## src/rtl/dec_scan.sv

```systemverilog
// dec_scan: registered N-to-2**N one-hot decoder with a built-in sweep mode.
// In IDLE the output follows En/sel one clock later; a scan_start request
// walks a single hot bit across every output in order, then pulses done.
module dec_scan #(
  parameter int unsigned N         = 4,
  parameter bit          SCAN_DOWN = 1'b0
) (
  input  logic              clk,
  input  logic              reset_n,
  input  logic              En,
  input  logic [N-1:0]      sel,
  input  logic              scan_start,
  input  logic              scan_abort,
  output logic [2**N-1:0]   DataOut,
  output logic [N-1:0]      idx,
  output logic              busy,
  output logic              done
);

  localparam int unsigned W = 2**N;

  // First and last sweep index depend only on direction.
  localparam logic [N-1:0] FirstIdx = SCAN_DOWN ? {N{1'b1}} : {N{1'b0}};
  localparam logic [N-1:0] LastIdx  = SCAN_DOWN ? {N{1'b0}} : {N{1'b1}};

  typedef enum logic [1:0] {
    StIdle,
    StScan,
    StDone
  } state_e;

  state_e         state_q, state_d;
  logic [N-1:0]   cnt_q, cnt_d;
  logic [W-1:0]   data_q, data_d;
  logic [N-1:0]   cnt_step;

  function automatic logic [W-1:0] onehot(input logic [N-1:0] i);
    logic [W-1:0] v;
    v    = '0;
    v[i] = 1'b1;
    return v;
  endfunction

  // Counter value one step further along the sweep direction.
  always_comb begin
    if (SCAN_DOWN) begin
      cnt_step = cnt_q - {{(N-1){1'b0}}, 1'b1};
    end else begin
      cnt_step = cnt_q + {{(N-1){1'b0}}, 1'b1};
    end
  end

  // Next-state, next-counter and next-output decode; output defaults to all-zero.
  always_comb begin
    state_d = state_q;
    cnt_d   = cnt_q;
    data_d  = '0;
    unique case (state_q)
      StIdle: begin
        if (scan_start) begin
          state_d = StScan;
          cnt_d   = FirstIdx;
          data_d  = onehot(FirstIdx);
        end else if (En) begin
          data_d  = onehot(sel);
        end
      end
      StScan: begin
        if (scan_abort) begin
          state_d = StIdle;
        end else if (cnt_q == LastIdx) begin
          state_d = StDone;
        end else begin
          cnt_d   = cnt_step;
          data_d  = onehot(cnt_step);
        end
      end
      StDone: begin
        state_d = StIdle;
      end
      default: begin
        state_d = StIdle;
      end
    endcase
  end

  // State, counter and output registers with asynchronous reset.
  always_ff @(posedge clk or negedge reset_n) begin
    if (!reset_n) begin
      state_q <= StIdle;
      cnt_q   <= '0;
      data_q  <= '0;
    end else begin
      state_q <= state_d;
      cnt_q   <= cnt_d;
      data_q  <= data_d;
    end
  end

  // Status flags decode from the state register alone.
  always_comb begin
    DataOut = data_q;
    idx     = cnt_q;
    busy    = (state_q == StScan);
    done    = (state_q == StDone);
  end

endmodule

```

## config.mk

```make
export PLATFORM = sky130hd
export DESIGN_NAME = dec_scan
export DESIGN_NICKNAME = d
export VERILOG_FILES = /design/src/rtl/dec_scan.sv
export SDC_FILE = /design/constraint.sdc
export NUM_CORES = 1
export LEC_CHECK = 0
export ABC_CLOCK_PERIOD_IN_PS = 2570
export BUFFER_PORTS_ARGS = -buffer_cell sky130_fd_sc_hd__buf_2
export CAP_MARGIN = 30
export CORE_MARGIN = 1
export CORE_UTILIZATION = 35
export CTS_CLUSTER_DIAMETER = 80
export DETAILED_ROUTE_END_ITERATION = 6
export GPL_TIMING_DRIVEN = 0
export PLACE_DENSITY = 0.66
export SKIP_LAST_GASP = 1
export SYNTH_ARGS = -nofsm -noshare
export SYNTH_HDL_FRONTEND = slang
export SYNTH_SLANG_ARGS = --single-unit
```

## constraint.sdc

```tcl
create_clock -name clk -period 2.57 [get_ports clk]
set_input_delay 0.3855 -clock clk [delete_from_list [all_inputs] [get_ports clk]]
set_output_delay 0.3855 -clock clk [all_outputs]
set_load 0.01 [all_outputs]
```

==> results.toml, run 1 <==
[setup_path]
slowest_delay_ns = 0.51
cp-start-kind = "flop"
cpMaxStageDelayCell = "dfrtp_1"
crit_path_end_kind = "flop"
path_cells = "ha_1, clkbuf_1, nor4b_1, nand4bb_1, o221ai_1"
cp_max_fo = 11
required_ns = 2.79
critPathArrivalTime_ns = 2.25
crit_type = "flop to flop"

[pwr]
power.leakage_uw = 0.000691
power_density_nw_per_um2 = 550
power_uw = 813
vdd_drop_max_mv = 0.241

[timing]
final.setup.tns_ns = 0
max_clock_freq_ghz = 0.492
slew_violations = 0
post-route-min-period_ns = 2.03
fin_ws_ns = 0.538
tightest_slew_ns = 0.721
finalSetupViolCount = 0
rsz0062_at_grt = "false"
hold_viol = 0
finalCritPeriodShare = 0.791
finClkSkew_ns = 0.00974
maxSlewHeadroom = 0.515

[cts]
tritoncts = "done"
post_cts_resized = 0
postCtsSetupBuffers = 0
clockBufferDepth = 2
htreeDepth = 1
cts.sinks = 22
cts_root_buffer = "clkbuf_4"
postCtsHoldBufs = 0
clkLatencyLatePin_ns = 0.30
clk_pin_slew_ns = 0.12
cts_buffers = 3

[cells_and_area]
final_cell_mix = "33 x buf_2, 22 x dfrtp_1, 19 x nand3_1, 9 x o211ai_1, 8 x inv_1"
nFillCells = 350
ff_latch_area_sq_um = 551
postLayoutCoreUtil = 0.439
design_area_sq_um = 1480
nets = 172
final_common_cell = "buf_2"
multi_input_area_sq_um = 633
antenna_cells = 0
syn_to_final_growth_pct = 18.5
drive_gt1_frac = 0.276

[worst_hold_path]
min_path_type = "input pin to async pin"

[global_routing]
grt_overflow = 0
grt_usage = 0.147
antenna_found_initial = 0
grt_max_degree = 23
grt_pass1_wl_um = 4170
first_global_vias = 937

[route]
routed_wl_um = 2740
drc = 0
ant_nets = 0
firstDrtPassIters = 4
wire_per_inst_um = 13.5
vias = 1078
first_iter_violations = 29
viasPerCell = 5.34

[run_status]
status = "finished, final reports clean"

[place]
finalWeightedCongestion = 0.895
postPlaceCellArea_sq_um = 1460
dp_slack_ns = 0.594
portBuffers = 30
hpwl_um = 2070

[yosys]
synth_flop_cell = "dfrtp_1"
synth_edf_count = 0
synth_fp_nets = 137
synth-seq-area-share = 0.441
syn_avg_cell_area_sq_um = 10.1
synthArstFlopShare = 1.00
netlist_area_sq_um = 1250
yosysUniqueCellTypes = 41
synth_cells = 123
ys_ff_latch = 22
synth-warning-count = 0

[floorplan]
rows = 21
dieArea_sq_um = 3810
die_h_um = 61.7
design.core.area_sq_um = 3360
start_util = 0.371
die_w_um = 61.7
num_io_pins = 31

[job]
cap_viol_max_count = 0
## cells by family (layout without fill, tap and decap cells)
family | count (synthesis) | in the layout | share of synthesized area
buffers and inverters | 14 | 47 | 0.0511
AND/OR/NAND/NOR | 52 | 52 | 0.258
AO/OA/AOI/OAI | 27 | 27 | 0.178
XOR/XNOR | 2 | 2 | 0.0140
flip-flops | 22 | 22 | 0.441
adder cells (fa/ha/maj) | 5 | 5 | 0.0502
multiplexers | 1 | 1 | 0.00802
## where the power goes
group | internal [uW] | switching, uW
clock | 54.6 | 95.6
sequential | 372 | 35.2
combinational | 94.7 | 161
total | 521 | 292
## cell type report
| class | count | area share |
|---|---|---|
| Tap cell | 46 | 0.0389 |
| Timing Repair Buffer | 30 | 0.102 |
| Inverter | 8 | 0.0203 |
| Sequential cell | 22 | 0.373 |
| Clock buffer | 3 | 0.0152 |
| Multi-Input combinational cell | 87 | 0.428 |
| Buffer | 6 | 0.0229 |
## synthesized netlist by cell type (all sizes together) (3+ instances only)
| library cell | instances | area [sq um] |
|---|---|---|
| nand3 | 19 | 95.1 |
| o21ai | 3 | 15.0 |
| ha | 5 | 62.6 |
| inv | 8 | 30.0 |
| a22o | 3 | 26.3 |
| nand2 | 3 | 11.3 |
| o211ai | 9 | 67.6 |
| nor2 | 6 | 22.5 |
| o31ai | 3 | 22.5 |
| nor2b | 5 | 31.3 |
| dfrtp | 22 | 551 |
| buf | 5 | 30.0 |
## layer usage
| metal | vias to the layer above | share of wire | wire, um | track usage |
|---|---|---|---|---|
| met5 | - | 0 | 0 | 0 |
| met4 | 0 | 0.015 | 40 | 0.0508 |
| met3 | 7 | 0.056 | 152 | 0.0186 |
| met2 | 40 | 0.46 | 1270 | 0.243 |
| met1 | 507 | 0.47 | 1270 | 0.200 |
| li1 | 524 | - | - | - |
## critical path, delay by kind of cell (launching register included)
family	cells	cell delay (ns)
compound gates	1	0.26
fa+ha+maj	1	0.25
buf+inv	1	0.21
flops	1	0.51
simple gates	2	0.72
## flip-flops by register name (all words and copies together), names as in the netlist
| register | count |
|---|---|
| DataOut | 16 |
| idx | 4 |
| state_q | 2 |
## path summary, 6_finish.rpt
path	startpoint	end	slack (ns)	depth (start not counted)
setup reg to reg	idx[0]	DataOut[7]	0.54	5
hold reg to reg	state_q[1]	state_q[1]	0.68	2
hold / removal	reset_n	DataOut[2]	0.02	1
setup / recovery	idx[0]	DataOut[7]	0.54	5
min in group clk	scan_start	DataOut[0]	0.37	3
max in group asynchronous	reset_n	DataOut[15]	2.22	1
## stage by stage
stage	cells	hold slack, ns
final	202	0.0221
after global routing	202	0.0542
after CTS	202	0.0398
after detailed placement	199	0.370
after global placement	199	0.361
after floorplan	123	0.0899
(Power assumes the default switching activity.)
==> run 2, diff against run 1 <==
--- a/config.mk
+++ b/config.mk
@@ -5,7 +5,7 @@
 export SDC_FILE = /design/constraint.sdc
 export NUM_CORES = 1
 export LEC_CHECK = 0
-export ABC_CLOCK_PERIOD_IN_PS = 2570
+export ABC_CLOCK_PERIOD_IN_PS = 1650
 export BUFFER_PORTS_ARGS = -buffer_cell sky130_fd_sc_hd__buf_2
 export CAP_MARGIN = 30
 export CORE_MARGIN = 1
@@ -13,7 +13,7 @@
 export CTS_CLUSTER_DIAMETER = 80
 export DETAILED_ROUTE_END_ITERATION = 6
 export GPL_TIMING_DRIVEN = 0
-export PLACE_DENSITY = 0.66
+export PLACE_DENSITY = 0.68
 export SKIP_LAST_GASP = 1
 export SYNTH_ARGS = -nofsm -noshare
 export SYNTH_HDL_FRONTEND = slang
==> constraint.sdc (replaced) <==
create_clock -name clk -period 1.65 [get_ports clk]
set_input_delay 0.2475 -clock clk [delete_from_list [all_inputs] [get_ports clk]]
set_output_delay 0.2475 -clock clk [all_outputs]
set_load 0.01 [all_outputs]
==> results.toml, run 2 (synthesis gave the netlist of run 1 again) <==
[timing]
finClkSkew_ns = 0.00678
max_clock_freq_ghz = 0.628
tightest_slew_ns = 0.481
post-route-min-period_ns = 1.59
fin_ws_ns = 0.0565
finalCritPeriodShare = 0.966
hold_viol = 0
slew_violations = 0
finalSetupViolCount = 0
rsz0062_at_grt = "false"
maxSlewHeadroom = 0.680
final.setup.tns_ns = 0

[global_routing]
grt_usage = 0.161
first_global_vias = 960
grt_overflow = 0
antenna_found_initial = 0
grt_max_degree = 23
grt_pass1_wl_um = 4400

[pwr]
power.leakage_uw = 0.000711
vdd_drop_max_mv = 0.339
power_density_nw_per_um2 = 855

[setup_path]
crit_family = "simple AND/OR/NAND/NOR gates"
timing.rr.end = "DataOut[8]"
cpMaxStageDelayCell = "or4b_4"
cp-start-kind = "flop"
path_cells = "or4b_4, buf_6, o2bb2ai_4, a22o_1"
slowest_delay_ns = 0.55
r2r-start = "idx[3]"
required_ns = 1.90
cp-endpoint = "DataOut[8]"
r2r_slack_ns = 0.06
critPathArrivalTime_ns = 1.84
crit_start = "idx[3]"
path_buf_inv = 1
path_depth = 4
cp_max_fo = 9
crit_type = "flop to flop"
crit_path_end_kind = "flop"
r2r_cells = 4

[job]
cap_viol_max_count = 0

[cts]
clk_pin_slew_ns = 0.11
cts.sinks = 22
htreeDepth = 1
clkLatencyLatePin_ns = 0.30
tritoncts = "done"
clockBufferDepth = 2
cts_root_buffer = "clkbuf_4"
cts_buffers = 3

[floorplan]
die_w_um = 61.7
dieArea_sq_um = 3810
die_h_um = 61.7
num_io_pins = 31
design.core.area_sq_um = 3360
rows = 21
start_util = 0.371

[route]
routed_wl_um = 2910
vias = 1103
first_iter_violations = 45
wire_per_inst_um = 14.3
ant_nets = 0
drc = 0
firstDrtPassIters = 4
viasPerCell = 5.41

[place]
finalWeightedCongestion = 0.915
hpwl_um = 2240
portBuffers = 30
dp_slack_ns = -0.314

[cells_and_area]
nets = 174
syn_to_final_growth_pct = 24.4
antenna_cells = 0
final_common_cell = "buf_2"
final_cell_mix = "32 x buf_2, 19 x dfrtp_1, 19 x nand3_1, 9 x o211ai_1, 8 x inv_1"
drive_gt1_frac = 0.329
postLayoutCoreUtil = 0.461
largest_register_ffs = 16

[worst_hold_path]
min_path_type = "input pin to flop"

[run_status]
status = "finished, final reports clean"
[run 2: worst min-delay path by stage]
| stage | startpoint | end | slack [ns] | cells after the start |
|---|---|---|---|---|
| finish | scan_start | DataOut[0] | 0.26 | 3 |
| global route | scan_start | DataOut[0] | 0.27 | 3 |
| CTS | scan_start | DataOut[0] | 0.25 | 3 |
| detailed placement | reset_n | DataOut[9] | 0.23 | 1 |
| global placement | reset_n | DataOut[9] | 0.22 | 1 |
| floorplan | reset_n | DataOut[0] | -0.05 | 0 |
[run 2: tightest hold or removal path, delay by kind of cell]
family / cells / cell delay, ns
buffers and inverters: 1 / 0.14
AOI/OAI and AO/OA: 2 / 0.13
[run 2: final cells by class]
class,count,area (sq um)
Tap cell,46,57.6
Clock buffer,3,22.5
Buffer,5,32.5
Timing Repair Buffer,33,175
Multi-Input combinational cell,87,679
Inverter,8,30.0
Sequential cell,22,554
Fill cell,364,1810
[run 2: per-stage QoR]
step	instance area [sq um]	hold WS, ns	std cells	total power [uW]
3_5_place_dp	1460	0.232	199	1050
4_1_cts	1530	0.246	204	1320
5_1_grt	1550	0.267	204	1410
6_report	1550	0.256	204	1330
2_1_floorplan	1250	-0.0481	123	902
3_3_place_gp	1460	0.221	199	1030
[run 2: power breakdown]
part | total, uW | leakage, uW | switching (uW) | internal, uW
combinational | 482 | 0.000401 | 299 | 183
sequential | 612 | 0.000296 | 29.4 | 583
clock | 232 | 0.0000138 | 147 | 85.2
total | 1330 | 0.000711 | 475 | 851
[run 2: repair_timing]
action | in CTS | in global routing
resized for setup | 6 | 4
endpoints found under the setup margin | 19 | 6
hold buffers | 1 | 0
cloned | 0 | 0
pin swaps | 3 | 3
hold endpoints to repair | 22 | 0
setup buffers | 2 | 0
[run 2: routing by layer]
layer / up-vias / track usage / wire length (um)
met5: - / 0 / 0
met4: 0 / 0.0603 / 47
met3: 9 / 0.0248 / 198
met2: 61 / 0.283 / 1470
met1: 508 / 0.198 / 1200
li1: 525 / - / -
==> run 3, diff against run 2 <==
--- a/config.mk
+++ b/config.mk
@@ -8,12 +8,14 @@
 export ABC_CLOCK_PERIOD_IN_PS = 1650
 export BUFFER_PORTS_ARGS = -buffer_cell sky130_fd_sc_hd__buf_2
 export CAP_MARGIN = 30
+export CELL_PAD_IN_SITES_DETAIL_PLACEMENT = 1
+export CELL_PAD_IN_SITES_GLOBAL_PLACEMENT = 2
 export CORE_MARGIN = 1
-export CORE_UTILIZATION = 35
+export CORE_UTILIZATION = 29
 export CTS_CLUSTER_DIAMETER = 80
 export DETAILED_ROUTE_END_ITERATION = 6
 export GPL_TIMING_DRIVEN = 0
-export PLACE_DENSITY = 0.68
+export PLACE_DENSITY = 0.84
 export SKIP_LAST_GASP = 1
 export SYNTH_ARGS = -nofsm -noshare
 export SYNTH_HDL_FRONTEND = slang
==> results.toml, run 3 (synthesis gave the netlist of run 1 again) <==
[run_status]
status = "finished, final reports clean"

[global_routing]
use_met3 = 0.0270
first_global_vias = 1196
grt_use_met1 = 0.199
grt_usage = 0.163
grt_max_degree = 23
grt_overflow = 0
use_met2 = 0.292
grt-busiest-layer = "met2"
antenna_found_initial = 0
grt_pass1_wl_um = 5640

[cts]
cts_root_buffer = "clkbuf_8"
cts.sinks = 22
cts_buffers = 3
htreeDepth = 1
clkLatencyLatePin_ns = 0.26
clk_pin_slew_ns = 0.08
clockBufferDepth = 2
tritoncts = "done"

[pwr]
power_density_nw_per_um2 = 947
pwr-share-clk = 0.257
seqPwrFrac = 0.408
vdd_drop_max_mv = 0.382
power.internal_uw = 990
switchingPower_uw = 519
pwr-share-comb = 0.335
power.leakage_uw = 0.000734
swShare = 0.344

[setup_path]
crit_path_end_kind = "flop"
slowest_delay_ns = 0.55
crit_family = "simple AND/OR/NAND/NOR gates"
critPathArrivalTime_ns = 1.79
cpMaxStageDelayCell = "or4b_4"
crit_type = "flop to flop"
cp-start-kind = "flop"
cp_max_fo = 9
path_cells = "or4b_4, buf_6, o2bb2ai_4, a22o_1"
path_buf_inv = 1
required_ns = 1.85

[floorplan]
design.core.area_sq_um = 4060
die_w_um = 67.6
dieArea_sq_um = 4570
num_io_pins = 31
rows = 23
start_util = 0.307
die_h_um = 67.6

[timing]
post-route-min-period_ns = 1.59
hold_viol = 0
finClkSkew_ns = 0.00420
max_clock_freq_ghz = 0.630
tightest_slew_ns = 0.500
maxSlewHeadroom = 0.667
slew_violations = 0
rsz0062_at_grt = "true"
finalSetupViolCount = 0
whs_ns = 0.299
finalCritPeriodShare = 0.962

[place]
hpwl_um = 2570
portBuffers = 30
finalWeightedCongestion = 0.835

[job]
cap_viol_max_count = 0

[cells_and_area]
final_cell_mix = "33 x buf_2, 20 x dfrtp_1, 19 x nand3_1, 9 x o211ai_1, 8 x inv_1"
final_common_cell = "buf_2"
nets = 175
postLayoutCoreUtil = 0.393
drive_gt1_frac = 0.331
largest_register_ffs = 16
syn_to_final_growth_pct = 27.7
antenna_cells = 0

[route]
vias = 1127
firstDrtPassIters = 4
routed_wl_um = 3380
first_iter_violations = 42
viasPerCell = 5.37
ant_nets = 0
drc = 0
wire_per_inst_um = 16.1

[worst_hold_path]
min_path_type = "input pin to flop"
[run 3: cell type report]
cell class                 instances  area, sq um
fill                             461         2460
multi-input combinational         87          679
sequential                        22          553
timing repair buffer              34          183
tap                               50         62.6
clock buffer                       4         55.1
buffer                             5         30.0
inverter                           8         30.0
[run 3: tightest hold or removal path, delay by kind of cell]
family / cells / cell delay, ns
buf+inv: 1 / 0.14
compound gates: 2 / 0.14
[run 3: power by group through the flow]
| stage | clock (uW) | sequential, uW | combinational [uW] |
|---|---|---|---|
| 2_1_floorplan | 0 | 654 | 248 |
| 3_3_place_gp | 0 | 644 | 402 |
| 3_5_place_dp | 0 | 648 | 420 |
| 4_1_cts | 395 | 631 | 461 |
| 5_1_grt | 426 | 622 | 559 |
| 6_report | 387 | 615 | 506 |
[run 3: what timing repair did]
item / CTS / global route
resized for setup: 6 / 2
endpoints found under the setup margin: 20 / 10
endpoints found under the hold margin: 22 / 0
hold buffers: 1 / 0
pin swaps: 1 / 2
buffers inserted: 1 / 2
[run 3: worst paths after layout]
kind / start / endpoint / slack [ns] / cells after the start
worst max register to register: idx[3] / DataOut[10] / 0.06 / 4
max in group asynchronous: reset_n / idx[0] / 0.79 / 2
min in group asynchronous: reset_n / DataOut[6] / 0.49 / 2
worst min-delay path: scan_start / DataOut[0] / 0.30 / 3
worst max-delay path: idx[3] / DataOut[10] / 0.06 / 4
worst min register to register: idx[0] / idx[0] / 0.68 / 2
[run 3: metal layers]
layer,vias up,wire length [um]
met5,-,0
li1,529,-
met4,0,21
met2,27,1730
met1,567,1500
met3,4,126
[run 3: per-stage QoR]
stage	power, uW	worst slack, ns	area (sq um)	std cells	TNS (ns)
floorplan	902	0.000383	1250	123	0
global placement	1050	-0.241	1470	203	-2.40
detailed placement	1070	-0.317	1470	203	-3.94
CTS	1490	0.00563	1570	208	0
global route	1610	-0.0165	1590	210	-0.0165
finish	1510	0.0619	1590	210	0
